$ cat src/rtl/gray_conv_arbiter_pkg.sv
// Shared types and sizes for the two-requester Gray-code conversion arbiter.
// Holds the output-slot state encoding, operand width and requester count.
package gray_conv_arbiter_pkg;

  localparam int DATA_W  = 4;
  localparam int NUM_REQ = 2;

  typedef enum logic {
    EMPTY = 1'b0,
    FULL  = 1'b1
  } state_e;

endpackage

$ cat src/rtl/gray_conv_arbiter_bin2gray4.sv
// Purely combinational 4-bit binary to reflected-Gray converter.
// Zero latency; no flow control of its own.
module bin2gray4
  import gray_conv_arbiter_pkg::*;
(
  input  logic [DATA_W-1:0] bin_i,
  output logic [DATA_W-1:0] gray_o
);

  assign gray_o[3] = bin_i[3];
  assign gray_o[2] = bin_i[3] ^ bin_i[2];
  assign gray_o[1] = bin_i[2] ^ bin_i[1];
  assign gray_o[0] = bin_i[1] ^ bin_i[0];

endmodule

$ cat src/rtl/gray_conv_arbiter.sv
// Round-robin arbiter feeding one registered Gray-code result slot; 1-cycle latency.
// A request is granted only when the slot is empty or being drained in the same cycle.
module gray_conv_arbiter
  import gray_conv_arbiter_pkg::*;
#(
  parameter int CNT_W = 8
) (
  input  logic                 clk,
  input  logic                 rst,
  input  logic [NUM_REQ-1:0]   req_valid,
  input  logic [DATA_W-1:0]    req_bin0,
  input  logic [DATA_W-1:0]    req_bin1,
  output logic [NUM_REQ-1:0]   req_ready,
  output logic                 out_valid,
  input  logic                 out_ready,
  output logic [DATA_W-1:0]    out_gray,
  output logic                 out_id,
  output logic [CNT_W-1:0]     cnt0,
  output logic [CNT_W-1:0]     cnt1
);

  state_e             state_q;
  logic               ptr_q;
  logic [DATA_W-1:0]  gray_q;
  logic               id_q;
  logic [CNT_W-1:0]   cnt0_q, cnt0_d;
  logic [CNT_W-1:0]   cnt1_q, cnt1_d;

  logic               slot_free;
  logic               consume;
  logic               take;
  logic               win_id;
  logic [NUM_REQ-1:0] grant;
  logic [DATA_W-1:0]  win_bin;
  logic [DATA_W-1:0]  win_gray;

  // Grant is built from valids and pointer only, so req_ready never sees operand data.
  always_comb begin
    grant = '0;
    case (req_valid)
      2'b01:   grant = 2'b01;
      2'b10:   grant = 2'b10;
      2'b11:   grant = ptr_q ? 2'b10 : 2'b01;
      default: grant = '0;
    endcase
  end

  assign slot_free = (state_q == EMPTY) || out_ready;
  assign req_ready = (slot_free && !rst) ? grant : '0;
  assign take      = |req_ready;
  assign win_id    = req_ready[1];
  assign consume   = (state_q == FULL) && out_ready;
  assign win_bin   = win_id ? req_bin1 : req_bin0;

  bin2gray4 u_conv (
    .bin_i  (win_bin),
    .gray_o (win_gray)
  );

  always_comb begin
    cnt0_d = cnt0_q;
    cnt1_d = cnt1_q;
    if (consume && !id_q && (cnt0_q != '1)) cnt0_d = cnt0_q + 1'b1;
    if (consume &&  id_q && (cnt1_q != '1)) cnt1_d = cnt1_q + 1'b1;
  end

  always_ff @(posedge clk or posedge rst) begin
    if (rst) begin
      state_q <= EMPTY;
      ptr_q   <= 1'b0;
      gray_q  <= '0;
      id_q    <= 1'b0;
      cnt0_q  <= '0;
      cnt1_q  <= '0;
    end else begin
      cnt0_q <= cnt0_d;
      cnt1_q <= cnt1_d;
      case (state_q)
        EMPTY: begin
          if (take) begin
            state_q <= FULL;
            gray_q  <= win_gray;
            id_q    <= win_id;
            ptr_q   <= ~win_id;
          end
        end
        FULL: begin
          // Drain and refill in the same cycle keeps the slot full with no bubble.
          if (take) begin
            gray_q <= win_gray;
            id_q   <= win_id;
            ptr_q  <= ~win_id;
          end else if (out_ready) begin
            state_q <= EMPTY;
          end
        end
        default: state_q <= EMPTY;
      endcase
    end
  end

  assign out_valid = (state_q == FULL);
  assign out_gray  = gray_q;
  assign out_id    = id_q;
  assign cnt0      = cnt0_q;
  assign cnt1      = cnt1_q;

endmodule

$ cat config.mk
export PLATFORM = sky130hd
export DESIGN_NAME = gray_conv_arbiter
export DESIGN_NICKNAME = d
export VERILOG_FILES = /design/src/rtl/gray_conv_arbiter_pkg.sv /design/src/rtl/gray_conv_arbiter_bin2gray4.sv /design/src/rtl/gray_conv_arbiter.sv
export SDC_FILE = /design/constraint.sdc
export NUM_CORES = 1
export LEC_CHECK = 0
export BUFFER_PORTS_ARGS = -buffer_cell sky130_fd_sc_hd__buf_2
export CAP_MARGIN = 15
export CORE_MARGIN = 10
export CORE_UTILIZATION = 49
export CTS_CLUSTER_DIAMETER = 200
export DETAILED_ROUTE_END_ITERATION = 16
export PLACE_DENSITY = 0.73
export SYNTH_ARGS = -nofsm -noshare
export SYNTH_HDL_FRONTEND = slang
export SYNTH_SLANG_ARGS = --single-unit
$ cat constraint.sdc
create_clock -name clk -period 1.9 [get_ports clk]
set_input_delay 0 -clock clk [delete_from_list [all_inputs] [get_ports clk]]
set_output_delay 0 -clock clk [all_outputs]
set_load 0.1 [all_outputs]
==> metrics.txt, run 1 <==
count of endpoints failing hold in the final timing report=0; part of the power in the clock network=9.5%; largest area contributor in the synthesized netlist=sky130_fd_sc_hd__dfrtp_1; crit path time final=1.699 ns; combinational power share=between 50 and 60%; gate count after technology mapping=106; leading post-synthesis cells by instance count=23 x sky130_fd_sc_hd__dfrtp_1, 11 x sky130_fd_sc_hd__xor2_1, 9 x sky130_fd_sc_hd__nand2_1; synthesis warning total=0; x dimension of the die=68.58 µm; cell chosen for the clock root=sky130_fd_sc_hd__clkbuf_4; Max Clk Rate=between 500 and 600 MHz; CTS tree=done; effective utilization at floorplan=51.76%; clock latency on the worst-skew pair=0.31 ns; Inst Count DP=170; top cell type's share of synthesized area=between 40% and 50%; wire length of the first global-routing pass=4.374 mm; cell area after synthesis=1156 µm²; post-synthesis sequential element count=23; number of antenna violations at the first check in global routing=0; share of final-layout standard cells stronger than drive strength 1=41.22%; Total Die Area=4703 µm²; area occupied by multi-input gates=556.8 µm²; Max stage delay cell, worst path=sky130_fd_sc_hd__dfrtp_2; Cell Chain, Critical Path=nand2b_1 > o2111ai_2 > clkinvlp_4 > clkbuf_4; clock sink count=23; final worst slack=around 0.2 ns; static power due to leakage=0.0007322 µW; grt total ovfl=0; area added between synthesis and finish=25.11%; Post-Route Skew=0.007673 ns; overall track demand over capacity in global routing=12.01%; sequential cell area=~600 µm²; number of maximum-capacitance constraint violations=0; routability-driven placement congestion ratio=0.7477; PwrDens=1649 nW/µm²; Detailed Route WL=between 2 and 3 mm; cells taking the most area after synthesis=sky130_fd_sc_hd__dfrtp_1 50%, sky130_fd_sc_hd__xor2_1 8.3%, sky130_fd_sc_hd__mux2i_1 4.3%; Final #Nets=~160; Top-Level Pins=37; Num CTS Buffers=3; maximum cell stage delay along the critical path=0.46 ns; data arrival time of the worst path=1.70 ns; post-synth net total=121; number of H-tree levels=1; via count of the first global-routing pass=between 1000 and 1500; post-DR vias/cell=5.210; switching power=1432 µW; setup slack after placement=0.3104 ns; total number of placement rows=17; placeable core region=2233 µm²; net switching fraction of the power=60.03%; Clock Pin Slew Worst Setup and Hold Paths=0.12 ns; fraction of registers with async set or reset after synthesis=100.0%; Setup-failing EPs final=0; sequential cell area fraction in the yosys report=roughly half; final standard cell utilization of the core=64.76%; remaining design rule violation count=0; outcome=finished clean; worst-case headroom to the max-slew limit=66.18%; routed vias=a little over 900; class of the worst hold path=in2reg; first drt pass iteration count=4; final cell count without fillers=176; antenna diode count=0; kind of end point of the critical path=output pin; final total negative setup slack=0 ns; distinct cell type count after synthesis=29; required time of the critical path=1.90 ns; setup repair after global routing missed its margin=false; maximum number of buffers from clock root to sink=2; height of the die=a little under 70 µm; number of enable-type register cells in the synthesized netlist=0; portion of the clock cycle consumed by the worst path in the final layout=89.45%; wire length per cell=~14 µm; IO Port Bufs=36; number of fillers in the final layout=198; sequential cell fraction of total power=32.9%; worst-margin pin slew=~0.51 ns; maximum resistive drop on vdd=roughly 1.4 mV; number of pins with negative max-slew slack in the final report=0; residual antenna-violating net count after detailed routing=0; launching element type of the critical path=register; cell with the most instances after synthesis=sky130_fd_sc_hd__dfrtp_1; sum of net half-perimeters after detailed placement=2.028 mm; cell internal pwr=953.4 µW; largest net degree at the start of global routing=24; First DRT Iteration DRCs=30; Main synth FF type=sky130_fd_sc_hd__dfrtp_1; type of the worst setup path=reg2out; average footprint of a synthesized cell=10.91 µm²; highest fanout seen on the critical path=7
[power by group through the flow]
| stage | clock (µW) | combinational (µW) | sequential, µW |
|---|---|---|---|
| after floorplan | 0 | 268 | 1660 |
| after global placement | 0 | 1370 | 781 |
| after detailed placement | 0 | 1380 | 793 |
| after CTS | 236 | 1390 | 782 |
| after global routing | 260 | 1450 | 804 |
| final | 227 | 1370 | 784 |
[through the flow]
stage                     instance area, µm²  power (µW)  hold slack [ns]
final                                   1446        2385          0.02219
after detailed placement                1398        2175           0.1290
after CTS                               1444        2405          0.01530
after global routing                    1446        2511          0.04993
after global placement                  1398        2155           0.1160
after floorplan                         1182        1932          -0.1135
[sequential cells by signal, indices dropped and copies added, names as in the netlist]
register,count
cnt0,8
cnt1,8
out_gray,4
out_id,1
out_valid,1
ptr_q,1
[cell type report]
cell class,instances,area share [%]
Clock buffer,4,1.817
Inverter,5,1.557
Multi-Input combinational cell,77,38.49
Sequential cell,23,41.18
Tap cell,28,2.422
Timing Repair Buffer,39,14.53
[layer usage]
| layer | vias up | part of all wire, % | wire length (µm) | GRT usage [%] |
|---|---|---|---|---|
| met2 | 24 | 48 | 1226 | 21.66 |
| met1 | 432 | 41 | 1028 | 12.21 |
| li1 | 459 | - | - | - |
| met3 | 2 | 10 | 263 | 4.992 |
| met4 | 0 | 0.51 | 13 | 4.020 |
| met5 | - | 0 | 0 | 0 |
[timing repair]
item                       in CTS  in global routing
hold buffers                    2                  0
setup endpoints to repair       0                  1
hold endpoints to repair       24                  0
buffers inserted                0                  0
resized for setup               0                  1
[path summary, 6_finish.rpt]
path                                 from            to  slack [ns]  cells past startpoint
worst max-delay path            out_valid  req_ready[1]        0.20                      4
worst min-delay path            out_ready       cnt1[2]        0.02                      3
worst max register to register    cnt0[0]       cnt0[1]        0.29                      4
worst min register to register    cnt1[7]       cnt1[7]        0.48                      1
max in group asynchronous             rst       cnt0[0]        1.32                      4
min in group asynchronous             rst   out_gray[3]        0.32                      4
[placed cells by master, fill, tap and decap left out, drive strengths merged, types with 2 or more instances in the layout]
cell type	synthesis	layout
o21ai	7	7
dfrtp	23	23
inv	5	4
nand3	8	8
xor2	11	11
nor2	4	4
nand4	3	3
dlygate4sd3	0	2
nor3	2	2
mux2	4	4
nand2	9	9
and3	4	4
clkbuf	0	5
and4	2	2
ha	2	2
nand2b	2	2
a21oi	3	3
buf	1	36
xnor2	3	3
mux2i	5	5
[kinds of logic after synthesis]
logic type,Yosys count,synth area share (%)
DFF,23,49.78
adders and majority gates,2,2.164
xor gates and xnor gates,14,10.61
and+or+nand+nor,37,18.51
muxes,9,8.225
buffers and inverters,6,2.055
AOI/OAI and AO/OA,15,8.657
[critical path, delay by kind of cell, from the launching register on]
kind	cells	cell delay (ns)
AND/OR/NAND/NOR	1	0.15
flip-flops	1	0.46
AO/OA/AOI/OAI	1	0.29
buffers and inverters	2	0.50
No activity file was read; power rests on OpenSTA's default activity.
==> inputs of run 2 (changes only) <==
--- a/config.mk
+++ b/config.mk
@@ -11,6 +11,7 @@
 export CORE_UTILIZATION = 49
 export CTS_CLUSTER_DIAMETER = 200
 export DETAILED_ROUTE_END_ITERATION = 16
+export HOLD_SLACK_MARGIN = 0.12
 export PLACE_DENSITY = 0.73
 export SYNTH_ARGS = -nofsm -noshare
 export SYNTH_HDL_FRONTEND = slang
==> metrics.txt, run 2 (synthesized netlist as in run 1, its figures left out) <==
Final #Nets=178 (+8.5%); cell chosen for the clock root=sky130_fd_sc_hd__clkbuf_4; number of antenna violations at the first check in global routing=0 (unchanged); effective utilization at floorplan=51.76% (unchanged); count of endpoints failing hold in the final timing report=0 (unchanged); clock sink count=23 (unchanged); clock latency on the worst-skew pair=0.31 ns (about the same); routability-driven placement congestion ratio=0.7477 (unchanged); crit path time final=1.804 ns (+0.1041 ns); antenna diode count=0 (unchanged); area added between synthesis and finish=37.99%; class of the worst hold path=in2reg; routed vias=1008 (+9.9%); number of H-tree levels=1 (unchanged); top library cells by usage in the layout, fill and taps aside=36 x sky130_fd_sc_hd__buf_2, 16 x sky130_fd_sc_hd__dfrtp_2, 15 x sky130_fd_sc_hd__dlygate4sd3_1; outcome=finished clean; via count of the first global-routing pass=1100 (+8.2%); combinational power share=58.5% (+0.9 points); final cell count without fillers=190 (+8.0%); switching power=1449 µW (+1.2%); Total Die Area=4703 µm² (unchanged); grt total ovfl=0 (unchanged); static power due to leakage=0.0007996 µW (+9.2%); most common cell after layout, fill and taps aside=sky130_fd_sc_hd__buf_2; worst-case headroom to the max-slew limit=65.54% (-0.64 points); kind of end point of the critical path=register; Setup-failing EPs final=0 (unchanged); Clock Pin Slew Worst Setup and Hold Paths=0.13 ns (about the same); first drt pass iteration count=3 (-1); wire length of the first global-routing pass=4.919 mm (+12%); x dimension of the die=68.58 µm (unchanged); type of the worst setup path=reg2reg; maximum cell stage delay along the critical path=0.59 ns (+0.13 ns); First DRT Iteration DRCs=43 (+43%); largest net degree at the start of global routing=24 (unchanged); required time of the critical path=2.10 ns (+0.20 ns); number of pins with negative max-slew slack in the final report=0 (unchanged); Detailed Route WL=2.899 mm (+15%); sequential cell fraction of total power=32.1% (-0.8 points); total number of placement rows=17 (unchanged); wire length per cell=15.26 µm (+6.1%); launching element type of the critical path=register; highest fanout seen on the critical path=4 (-3); maximum number of buffers from clock root to sink=2 (unchanged); PwrDens=1530 nW/µm² (-7.2%); dpl cell area=1398 µm² (unchanged); Hold Slack=0.1246 ns (+0.1024 ns); Top-Level Pins=37 (unchanged); remaining design rule violation count=0 (unchanged); data arrival time of the worst path=2.00 ns (+0.30 ns); Max Clk Rate=554.4 MHz (-5.8%); Cell Chain, Critical Path=nand2b_4 > and4_4 > mux2i_2 > a21oi_1 > dlygate4sd3_1; Post-Route Skew=0.004734 ns (-0.002939 ns); share of final-layout standard cells stronger than drive strength 1=40.12% (-1.1 points); sum of net half-perimeters after detailed placement=2.028 mm (unchanged); total power after layout=2441 µW (+2.3%); maximum resistive drop on vdd=1.458 mV (+0.83%); IO Port Bufs=36 (unchanged); fin area=1595 µm² (+10%); overall track demand over capacity in global routing=13.59% (+1.6 points); part of the power in the clock network=9.3% (-0.2 points); post-DR vias/cell=5.305 (+1.8%); CTS tree=done; portion of the clock cycle consumed by the worst path in the final layout=94.93% (+5.5 points); number of maximum-capacitance constraint violations=0 (unchanged); height of the die=68.58 µm (unchanged); Inst Count DP=170 (unchanged); final total negative setup slack=0 ns (unchanged); residual antenna-violating net count after detailed routing=0 (unchanged); Max stage delay cell, worst path=sky130_fd_sc_hd__dlygate4sd3_1; setup repair after global routing missed its margin=false; cell internal pwr=991.8 µW (+4.0%); Num CTS Buffers=3 (unchanged); placeable core region=2233 µm² (unchanged); net switching fraction of the power=59.37% (-0.67 points); worst-margin pin slew=0.5168 ns (+0.009609 ns)
-- run 2: worst max-delay path: cells and delay by family (launching register included) --
kind / cells / cell delay (ns)
AOI/OAI and AO/OA: 1 / 0.09
buffers and inverters: 1 / 0.59
DFF: 1 / 0.44
muxes: 1 / 0.24
and+or+nand+nor: 2 / 0.35
-- run 2: worst paths after layout --
path	slack, ns	from	cells past startpoint	end
setup / recovery	0.1	out_valid	5	out_gray[3]
hold / removal	0.12	req_valid[0]	3	out_id
setup reg to reg	0.1	out_valid	5	out_gray[3]
hold reg to reg	0.48	cnt1[7]	1	cnt1[7]
max in group asynchronous	1.32	rst	4	cnt1[6]
min in group asynchronous	0.33	rst	4	out_gray[2]
-- run 2: layout make-up --
type,instances,area [µm²]
fill,181,638.1
sequential,23,595.6
multi-input combinational,77,570.5
timing repair buffer,53,345.3
tap,28,35.03
clock buffer,4,26.28
inverter,5,22.52
-- run 2: through the flow --
stage | setup WS [ns] | utilization [%]
detailed placement | 0.3104 | 62.58
CTS | 0.04923 | 70.48
global placement | 0.4168 | 62.58
global route | 0.04167 | 71.43
finish | 0.09641 | 71.43
floorplan | -0.02236 | -
-- run 2: routing by layer --
layer / track usage (%) / share of wire [%] / vias to the layer above
met4: 6.533 / 2.5 / 0
met1: 13.63 / 38 / 477
li1: - / - / 493
met2: 24.42 / 51 / 30
met5: 0 / 0 / -
met3: 4.831 / 8.2 / 8
-- run 2: repair_timing --
action	CTS	global route
hold buffers	15	0
setup endpoints to repair	0	2
resized for setup	0	4
setup buffers	0	1
hold endpoints to repair	29	0
-- run 2: power by group through the flow --
stage | sequential, µW | combinational, µW | clock, µW
6_report | 784 | 1430 | 228
2_1_floorplan | 1660 | 268 | 0
3_5_place_dp | 793 | 1380 | 0
3_3_place_gp | 781 | 1370 | 0
5_1_grt | 806 | 1500 | 261
4_1_cts | 782 | 1420 | 236
